`src/rtl/bus_ack_rdmux.sv`:
```
`default_nettype none
// ============================================================================
// Module      : bus_ack_rdmux
// Description : Bus-cycle controller behind the address decoder. It latches
//               the selected region when an access is accepted and inserts
//               the wait states for that region. It then returns a one-cycle
//               ack, with err set for unmapped accesses, and muxes the
//               selected slave's read data to the CPU.
// Revision    : 1.0 - initial release
// ============================================================================
module bus_ack_rdmux #(
    parameter int DW      = 32,
    parameter int MEM_LAT = 1,
    parameter int IO_WAIT = 2
) (
    input  logic          clk,
    input  logic          reset,
    input  logic          req,
    input  logic          wen,
    input  logic          cs_lomem,
    input  logic          cs_pmon,
    input  logic          cs_himem,
    input  logic [15:0]   cs_io,
    input  logic          cs_simif,
    input  logic [DW-1:0] lomem_dout,
    input  logic [DW-1:0] pmon_dout,
    input  logic [DW-1:0] himem_dout,
    input  logic [DW-1:0] io_dout,
    input  logic [DW-1:0] simif_dout,
    output logic          cpu_wait,
    output logic          ack,
    output logic          err,
    output logic [DW-1:0] rdata
);

    localparam logic [1:0] c_ST_IDLE = 2'd0;
    localparam logic [1:0] c_ST_BUSY = 2'd1;
    localparam logic [1:0] c_ST_ACK  = 2'd2;

    localparam logic [2:0] c_SEL_NONE  = 3'd0;
    localparam logic [2:0] c_SEL_LOMEM = 3'd1;
    localparam logic [2:0] c_SEL_PMON  = 3'd2;
    localparam logic [2:0] c_SEL_HIMEM = 3'd3;
    localparam logic [2:0] c_SEL_IO    = 3'd4;
    localparam logic [2:0] c_SEL_SIMIF = 3'd5;

    // Latencies are held in the 4-bit wait counter, so only 0..15 are legal.
    localparam logic [3:0] c_MEM_LAT = 4'(MEM_LAT);
    localparam logic [3:0] c_IO_WAIT = 4'(IO_WAIT);

    logic [1:0] r_state;
    logic [1:0] w_state_nxt;
    logic [3:0] r_cnt;
    logic [3:0] w_cnt_nxt;
    logic       w_accept;
    logic [2:0] w_sel;
    logic [3:0] w_lat;
    logic [2:0] r_sel_q;
    logic       r_wen_q;
    logic       r_err_q;
    logic       r_ack;

    // Source priority only matters if the decoder ever raises two selects.
    always_comb begin
        w_sel = c_SEL_NONE;
        if (cs_simif)      w_sel = c_SEL_SIMIF;
        else if (|cs_io)   w_sel = c_SEL_IO;
        else if (cs_pmon)  w_sel = c_SEL_PMON;
        else if (cs_lomem) w_sel = c_SEL_LOMEM;
        else if (cs_himem) w_sel = c_SEL_HIMEM;
    end

    // Wait states for the access being offered: memory writes complete at once.
    always_comb begin
        w_lat = 4'd0;
        case (w_sel)
            c_SEL_LOMEM, c_SEL_PMON, c_SEL_HIMEM: w_lat = wen ? 4'd0 : c_MEM_LAT;
            c_SEL_IO, c_SEL_SIMIF:                w_lat = c_IO_WAIT;
            default:                              w_lat = 4'd0;
        endcase
    end

    // Next-state logic: accept in IDLE, count down in BUSY, one cycle of ACK.
    always_comb begin
        w_state_nxt = r_state;
        w_cnt_nxt   = r_cnt;
        w_accept    = 1'b0;
        case (r_state)
            c_ST_IDLE: begin
                if (req) begin
                    w_accept = 1'b1;
                    if (w_lat == 4'd0) begin
                        w_state_nxt = c_ST_ACK;
                    end else begin
                        w_state_nxt = c_ST_BUSY;
                        w_cnt_nxt   = w_lat;
                    end
                end
            end
            c_ST_BUSY: begin
                w_cnt_nxt = r_cnt - 4'd1;
                if (r_cnt == 4'd1) w_state_nxt = c_ST_ACK;
            end
            c_ST_ACK:  w_state_nxt = c_ST_IDLE;
            default:   w_state_nxt = c_ST_IDLE;
        endcase
    end

    // State and wait-counter register.
    always_ff @(posedge clk) begin
        if (reset) begin
            r_state <= c_ST_IDLE;
            r_cnt   <= 4'd0;
        end else begin
            r_state <= w_state_nxt;
            r_cnt   <= w_cnt_nxt;
        end
    end

    // Transaction attributes frozen at acceptance; ack registered from next state.
    always_ff @(posedge clk) begin
        if (reset) begin
            r_sel_q <= c_SEL_NONE;
            r_wen_q <= 1'b0;
            r_err_q <= 1'b0;
            r_ack   <= 1'b0;
        end else begin
            r_ack <= (w_state_nxt == c_ST_ACK);
            if (w_accept) begin
                r_sel_q <= w_sel;
                r_wen_q <= wen;
                r_err_q <= (w_sel == c_SEL_NONE);
            end
        end
    end

    assign ack      = r_ack;
    assign err      = r_ack & r_err_q;
    assign cpu_wait = req & ~r_ack;

    // Read data is only driven on a successful read ack, otherwise zero.
    always_comb begin
        rdata = '0;
        if (r_ack && !r_wen_q && !r_err_q) begin
            case (r_sel_q)
                c_SEL_LOMEM: rdata = lomem_dout;
                c_SEL_PMON:  rdata = pmon_dout;
                c_SEL_HIMEM: rdata = himem_dout;
                c_SEL_IO:    rdata = io_dout;
                c_SEL_SIMIF: rdata = simif_dout;
                default:     rdata = '0;
            endcase
        end
    end

endmodule
`default_nettype wire

```
`config.mk`:
```
export PLATFORM = sky130hd
export DESIGN_NAME = bus_ack_rdmux
export DESIGN_NICKNAME = d
export VERILOG_FILES = /design/src/rtl/bus_ack_rdmux.sv
export SDC_FILE = /design/constraint.sdc
export NUM_CORES = 1
export LEC_CHECK = 0
export ABC_AREA = 1
export CAP_MARGIN = 30
export CORE_ASPECT_RATIO = 1.1
export CORE_UTILIZATION = 31
export CTS_CLUSTER_DIAMETER = 100
export DETAILED_ROUTE_END_ITERATION = 8
export PLACE_DENSITY = 0.84
export SETUP_SLACK_MARGIN = 0.15
export SLEW_MARGIN = 25
export SYNTH_ARGS = -nofsm -noshare
export SYNTH_HDL_FRONTEND = slang
export SYNTH_SLANG_ARGS = --single-unit
```
`constraint.sdc`:
```
create_clock -name clk -period 1.7 [get_ports clk]
set_input_delay 0.34 -clock clk [delete_from_list [all_inputs] [get_ports clk]]
set_output_delay 0.34 -clock clk [all_outputs]
set_load 0.01 [all_outputs]
```
==> impl_metrics.env, run 1 <==
export IMPL_worstHoldStart="r_state[0]"
export IMPL_path_cells="inv_6 -> nand3_4 -> buf_12 -> buf_4 -> o22ai_2 -> nor3_2 -> nor2_1 -> buf_2"
export IMPL_track_usage_pct=32.4
export IMPL_syn_cell_area_um2=2230
export IMPL_tightest_slew_ns=0.489
export IMPL_slew_headroom_pct=67.3
export IMPL_clock_sinks=12
export IMPL_start_kind="register"
export IMPL_violations="setup timing"
export IMPL_diodes=0
export IMPL_syn_num_nets=634
export IMPL_finalSetupTns_ns=-6.80
export IMPL_avgSynthCellArea_um2=4.98
export IMPL_dieArea_um2=7540
export IMPL_dr_total_vias=4054
export IMPL_powerDensity_nw_per_um2=313
export IMPL_timing_rr_end="r_cnt[1]"
export IMPL_ioPinCount=219
export IMPL_drt_iter0_markers=228
export IMPL_grt_pass1_vias=4068
export IMPL_grt_first_pass_wirelength_um=19800
export IMPL_area_growth_pct=155
export IMPL_vias_per_cell=5.11
export IMPL_setup_slack_ns=-0.256
export IMPL_clockBufferDepth=2
export IMPL_r2r_slack_ns=0.30
export IMPL_critical_path_class="register to output pin"
export IMPL_synth_distinct_cells=23
export IMPL_wl_per_cell_um=17.1
export IMPL_fillers=441
export IMPL_cts_clk_slew_worst_paths_ns=0.06
export IMPL_worstHoldEndpoint="r_state[0]"
export IMPL_nets=896
export IMPL_drive_above_1_share_pct=27.2
export IMPL_clock_skew_ns=0.00325
export IMPL_grt_max_degree=19
export IMPL_cp_end_kind="output pin"
export IMPL_antenna_violating_nets_post_route=0
export IMPL_wl_um=13600
export IMPL_utilization_pct=81.1
export IMPL_antenna_found_initial=0
export IMPL_finalCritPeriodShare_pct=115
export IMPL_hpwl_um=8770
export IMPL_peakVddDrop_uv=407
export IMPL_cts_inserted_buffers=3
export IMPL_period_needed_ns=1.96
export IMPL_r2r_cells=6
export IMPL_yosysWarnings=0
export IMPL_cp_required_ns=1.36
export IMPL_critPathSlowestCell="dfxtp_4"
export IMPL_clockRootBuffer="clkbuf_8"
export IMPL_hold_class="register to register"
export IMPL_ys_seq_area_share_pct=10.8
export IMPL_synth_seq_cells=12
export IMPL_fp_row_count=32
export IMPL_arrival_ns=1.62
export IMPL_tritoncts="done"
export IMPL_dr_pass1_iters=5
export IMPL_fin_total_pwr_w=0.00178
export IMPL_syn_inst=448
export IMPL_fp_dieW_um=82.9
export IMPL_fp_coreArea_um2=7010
export IMPL_setup_violations_final=32
export IMPL_die_y_um=91.0
export IMPL_drc=0
export IMPL_grt_overflow=0
export IMPL_start_util_pct=31.9
export IMPL_hold_violations=0
export IMPL_worst_path_max_fanout=6
export IMPL_place_gp_congestion=0.913
export IMPL_max_stage_delay_ns=0.39
export IMPL_clock_fmax_mhz=511
export IMPL_timing_max_cap_violations=0
export IMPL_p_leak_nw=2.88
export IMPL_hold_path_depth=2
export IMPL_clk_latency_ns=0.25
export IMPL_htreeDepth=1
export IMPL_port_buffer_count=218
export IMPL_grt_setup_unrepaired="yes"
export IMPL_slew_violations=0
export IMPL_reg2reg_from="r_state[0]"
export IMPL_status="finished with violations"
-- worst max-delay path by stage --
stage / cells after the start / slack (ns) / from / endpoint
floorplan: 6 / 0.30 / r_sel_q[0] / rdata[28]
global placement: 6 / -0.51 / io_dout[3] / rdata[3]
detailed placement: 6 / -0.47 / io_dout[3] / rdata[3]
CTS: 8 / -0.23 / r_sel_q[0] / rdata[27]
global route: 8 / -0.32 / r_sel_q[1] / rdata[22]
finish: 8 / -0.26 / r_sel_q[2] / rdata[14]
-- logic make-up (layout without fill, tap and decap cells) --
family | count (synthesis) | in the layout | synth area share (%)
compound gates | 82 | 82 | 23.1
flops | 12 | 12 | 10.8
simple gates | 156 | 156 | 31.2
buf+inv | 196 | 457 | 33.8
fa+ha+maj | 2 | 2 | 1.12
-- layer usage --
metal | vias to the layer above | GRT usage, % | wire length (um)
li1 | 1885 | - | -
met1 | 1865 | 36.5 | 4790
met2 | 244 | 60.7 | 7090
met3 | 60 | 5.27 | 1120
met4 | 0 | 11.9 | 605
met5 | - | 0 | 0
-- cell type report --
type,count,area [um^2],area share (%)
Multi-Input combinational cell,240,1870,32.9
Sequential cell,12,251,4.43
Inverter,178,681,12.0
Timing Repair Buffer,275,2720,47.8
Tap cell,85,106,1.87
Clock buffer,4,55.1,0.969
-- registers in the layout, indices dropped and copies added (netlist names) --
signal   flops
ack          1
r_cnt        4
r_err_q      1
r_sel_q      3
r_state      2
r_wen_q      1
-- placed cells by master (no fill, tap or decap), drive strengths merged --
cell / instances
o21a: 2
a2bb2oi: 1
inv: 178
a21oi: 9
nor2: 92
nand4: 2
clkdlybuf4s15: 1
ha: 2
o31ai: 1
o211ai: 1
o22ai: 64
o21ai: 4
buf: 88
dlygate4sd2: 17
nor3: 32
nand2: 15
clkdlybuf4s50: 166
nand3: 15
dfxtp: 12
clkbuf: 6
dlymetal6s2s: 1
-- cells in the mapped netlist (all sizes together) --
| library cell | number | area, um^2 |
|---|---|---|
| a21oi | 9 | 56.3 |
| o31ai | 1 | 7.51 |
| a2bb2oi | 1 | 8.76 |
| ha | 2 | 25.0 |
| inv | 178 | 668 |
| buf | 15 | 75.1 |
| o211ai | 1 | 7.51 |
| nand4 | 2 | 12.5 |
| nor3 | 32 | 160 |
| o22ai | 64 | 400 |
| clkbuf | 3 | 11.3 |
| nand2 | 15 | 58.8 |
| nor2 | 92 | 368 |
| nand3 | 15 | 97.6 |
| o21ai | 4 | 20.0 |
| o21a | 2 | 15.0 |
| dfxtp | 12 | 240 |
-- worst max-delay path, delay by kind of cell (launching register included) --
| kind | cells | cell delay [ns] |
|---|---|---|
| AO/OA/AOI/OAI | 1 | 0.09 |
| buffers and inverters | 4 | 0.58 |
| flip-flops | 1 | 0.39 |
| AND/OR/NAND/NOR | 3 | 0.31 |
-- metrics by stage --
stage          area (um^2)  instances  hold WS, ns  setup WS [ns]
6_report              5680        794        0.505         -0.256
5_1_grt               5680        794        0.530         -0.316
4_1_cts               5280        789        0.484         -0.226
3_5_place_dp          4720        766        0.476         -0.466
3_3_place_gp          4720        766        0.474         -0.506
2_1_floorplan         2230        448        0.409          0.297
-- report_power, final --
group / internal [W] / total (W) / switching, W
Clock: 0.000205 / 0.000325 / 0.000120
Sequential: 0.000294 / 0.000316 / 0.0000214
Combinational: 0.000690 / 0.00114 / 0.000446
Total: 0.00119 / 0.00178 / 0.000588
-- what timing repair did --
action | CTS | global route
pin swaps | 41 | 35
resized for setup | 241 | 65
hold buffers | 0 | 0
buffers inserted | 14 | 4
gates cloned | 5 | 1
endpoints found under the hold margin | 0 | 0
endpoints found under the setup margin | 38 | 37
No activity file was read; power rests on OpenSTA's default activity.
==> inputs of run 2 (changes only) <==
--- a/config.mk
+++ b/config.mk
@@ -8,6 +8,7 @@
 export ABC_AREA = 1
 export CAP_MARGIN = 30
 export CORE_ASPECT_RATIO = 1.1
+export CORE_MARGIN = 2
 export CORE_UTILIZATION = 31
 export CTS_CLUSTER_DIAMETER = 100
 export DETAILED_ROUTE_END_ITERATION = 8
==> impl_metrics.env, run 2 (synthesis gave the netlist of run 1 again) <==
export IMPL_grt_pass1_vias=3779
export IMPL_fp_row_count=32
export IMPL_critPathSlowestCell="dfxtp_4"
export IMPL_powerDensity_nw_per_um2=299
export IMPL_grt_first_pass_wirelength_um=17500
export IMPL_peakVddDrop_uv=473
export IMPL_slew_violations=0
export IMPL_holdWs_ns=0.498
export IMPL_cp_end_kind="output pin"
export IMPL_drc=0
export IMPL_timing_max_cap_violations=0
export IMPL_nets=883
export IMPL_clockBufferDepth=2
export IMPL_final_cell_mix="inv_1 (173), clkdlybuf4s50_1 (166), nor2_1 (82)"
export IMPL_fp_dieW_um=84.9
export IMPL_use_met3_pct=4.68
export IMPL_critical_path_class="register to output pin"
export IMPL_place_gp_congestion=0.900
export IMPL_arrival_ns=1.61
export IMPL_grt_overflow=0
export IMPL_grt_setup_unrepaired="yes"
export IMPL_start_kind="register"
export IMPL_worst_path_max_fanout=7
export IMPL_start_util_pct=31.9
export IMPL_wl_per_cell_um=15.7
export IMPL_fp_coreArea_um2=7010
export IMPL_final_common_cell="inv_1"
export IMPL_cp_required_ns=1.36
export IMPL_drive_above_1_share_pct=24.1
export IMPL_tightest_slew_ns=0.502
export IMPL_dr_pass1_iters=7
export IMPL_die_y_um=93.0
export IMPL_drt_iter0_markers=141
export IMPL_cts_clk_slew_worst_paths_ns=0.05
export IMPL_dieArea_um2=7900
export IMPL_hold_violations=0
export IMPL_slew_headroom_pct=66.4
export IMPL_cts_inserted_buffers=3
export IMPL_finalCritPeriodShare_pct=114
export IMPL_status="finished with violations"
export IMPL_htreeDepth=1
export IMPL_setup_violations_final=32
export IMPL_max_stage_delay_ns=0.39
export IMPL_tritoncts="done"
export IMPL_clockRootBuffer="clkbuf_8"
export IMPL_busiest_layer="met2"
export IMPL_port_buffer_count=218
export IMPL_path_cells="buf_6 -> nand3_4 -> clkbuf_16 -> o22ai_4 -> nor3_2 -> nor2_1 -> buf_2"
export IMPL_fillers=518
export IMPL_wl_um=12200
export IMPL_largest_reg_flops=4
export IMPL_place_area_um2=4690
export IMPL_reg_top3="r_cnt: 4 flops, r_sel_q: 3 flops, r_state: 2 flops"
export IMPL_area_growth_pct=142
export IMPL_period_needed_ns=1.95
export IMPL_top_register="r_cnt"
export IMPL_antenna_violating_nets_post_route=0
export IMPL_clock_skew_ns=0.00195
export IMPL_clock_fmax_mhz=514
export IMPL_track_usage_pct=27.3
export IMPL_vias_per_cell=4.95
export IMPL_clock_sinks=12
export IMPL_ioPinCount=219
export IMPL_violations="setup timing"
export IMPL_hpwl_um=8830
export IMPL_grt_use_met1_pct=29.4
export IMPL_p_leak_nw=2.76
export IMPL_ctsHoldBuffers=0
export IMPL_grt_max_degree=17
export IMPL_grt_util_met2_pct=52.0
export IMPL_hold_class="register to register"
export IMPL_antenna_found_initial=1
export IMPL_diodes=0
export IMPL_clk_latency_ns=0.25
export IMPL_final_area_um2=5400
export IMPL_dr_total_vias=3867
export IMPL_setup_slack_ns=-0.245
## run 2: per-layer routing
metal / part of all wire (%) / vias to the layer above
met4: 4.0 / 0
met1: 37 / 1753
met3: 7.8 / 38
met5: 0 / -
li1: - / 1856
met2: 52 / 220
## run 2: worst max-delay path, delay by kind of cell, from the launching register on
family                 cells  cell delay (ns)
buffers and inverters      3             0.49
flip-flops                 1             0.39
AND/OR/NAND/NOR            3             0.32
AO/OA/AOI/OAI              1             0.14
## run 2: path summary, 6_finish.rpt
path	from	endpoint	slack (ns)	depth (start not counted)
setup / recovery	r_sel_q[0]	rdata[6]	-0.25	7
hold / removal	r_wen_q	r_wen_q	0.50	2
setup reg to reg	r_state[0]	r_cnt[2]	0.29	6
hold reg to reg	r_wen_q	r_wen_q	0.50	2
## run 2: report_power, final
group,leakage [nW],switching [W],internal (W)
combinational,2.64,0.000378,0.000599
sequential,0.100,0.0000185,0.000294
clock,0.0288,0.000117,0.000205
total,2.76,0.000513,0.00110
## run 2: area by class of cell
cell class                      count  area, um^2  share of cell area [%]
Timing Repair Buffer              262        2540                    47.2
Multi-Input combinational cell    240        1760                    32.6
Sequential cell                    12         251                    4.66
Clock buffer                        4        55.1                    1.02
Inverter                          178         681                    12.6
Tap cell                           85         106                    1.97
## run 2: repair_timing
action	in CTS	in global routing
setup buffers	1	6
resized for setup	185	110
endpoints found under the setup margin	39	39
pin swaps	23	43
cloned	1	3
## run 2: per-stage QoR
step	power, W	worst slack (ns)	TNS [ns]	utilization [%]	instances
floorplan	0.000591	0.297	0	-	448
global placement	0.00110	-0.419	-11.20	67.0	766
detailed placement	0.00112	-0.394	-12.03	67.0	766
CTS	0.00149	-0.248	-4.22	70.2	772
global route	0.00170	-0.347	-8.69	77.0	781
finish	0.00161	-0.245	-5.90	77.0	781
==> inputs of run 3 (changes only) <==
--- a/config.mk
+++ b/config.mk
@@ -8,7 +8,6 @@
 export ABC_AREA = 1
 export CAP_MARGIN = 30
 export CORE_ASPECT_RATIO = 1.1
-export CORE_MARGIN = 2
 export CORE_UTILIZATION = 31
 export CTS_CLUSTER_DIAMETER = 100
 export DETAILED_ROUTE_END_ITERATION = 8
==> results of run 3 <==
Same layout as run 1: the final DEF is identical, and so are final timing and power.
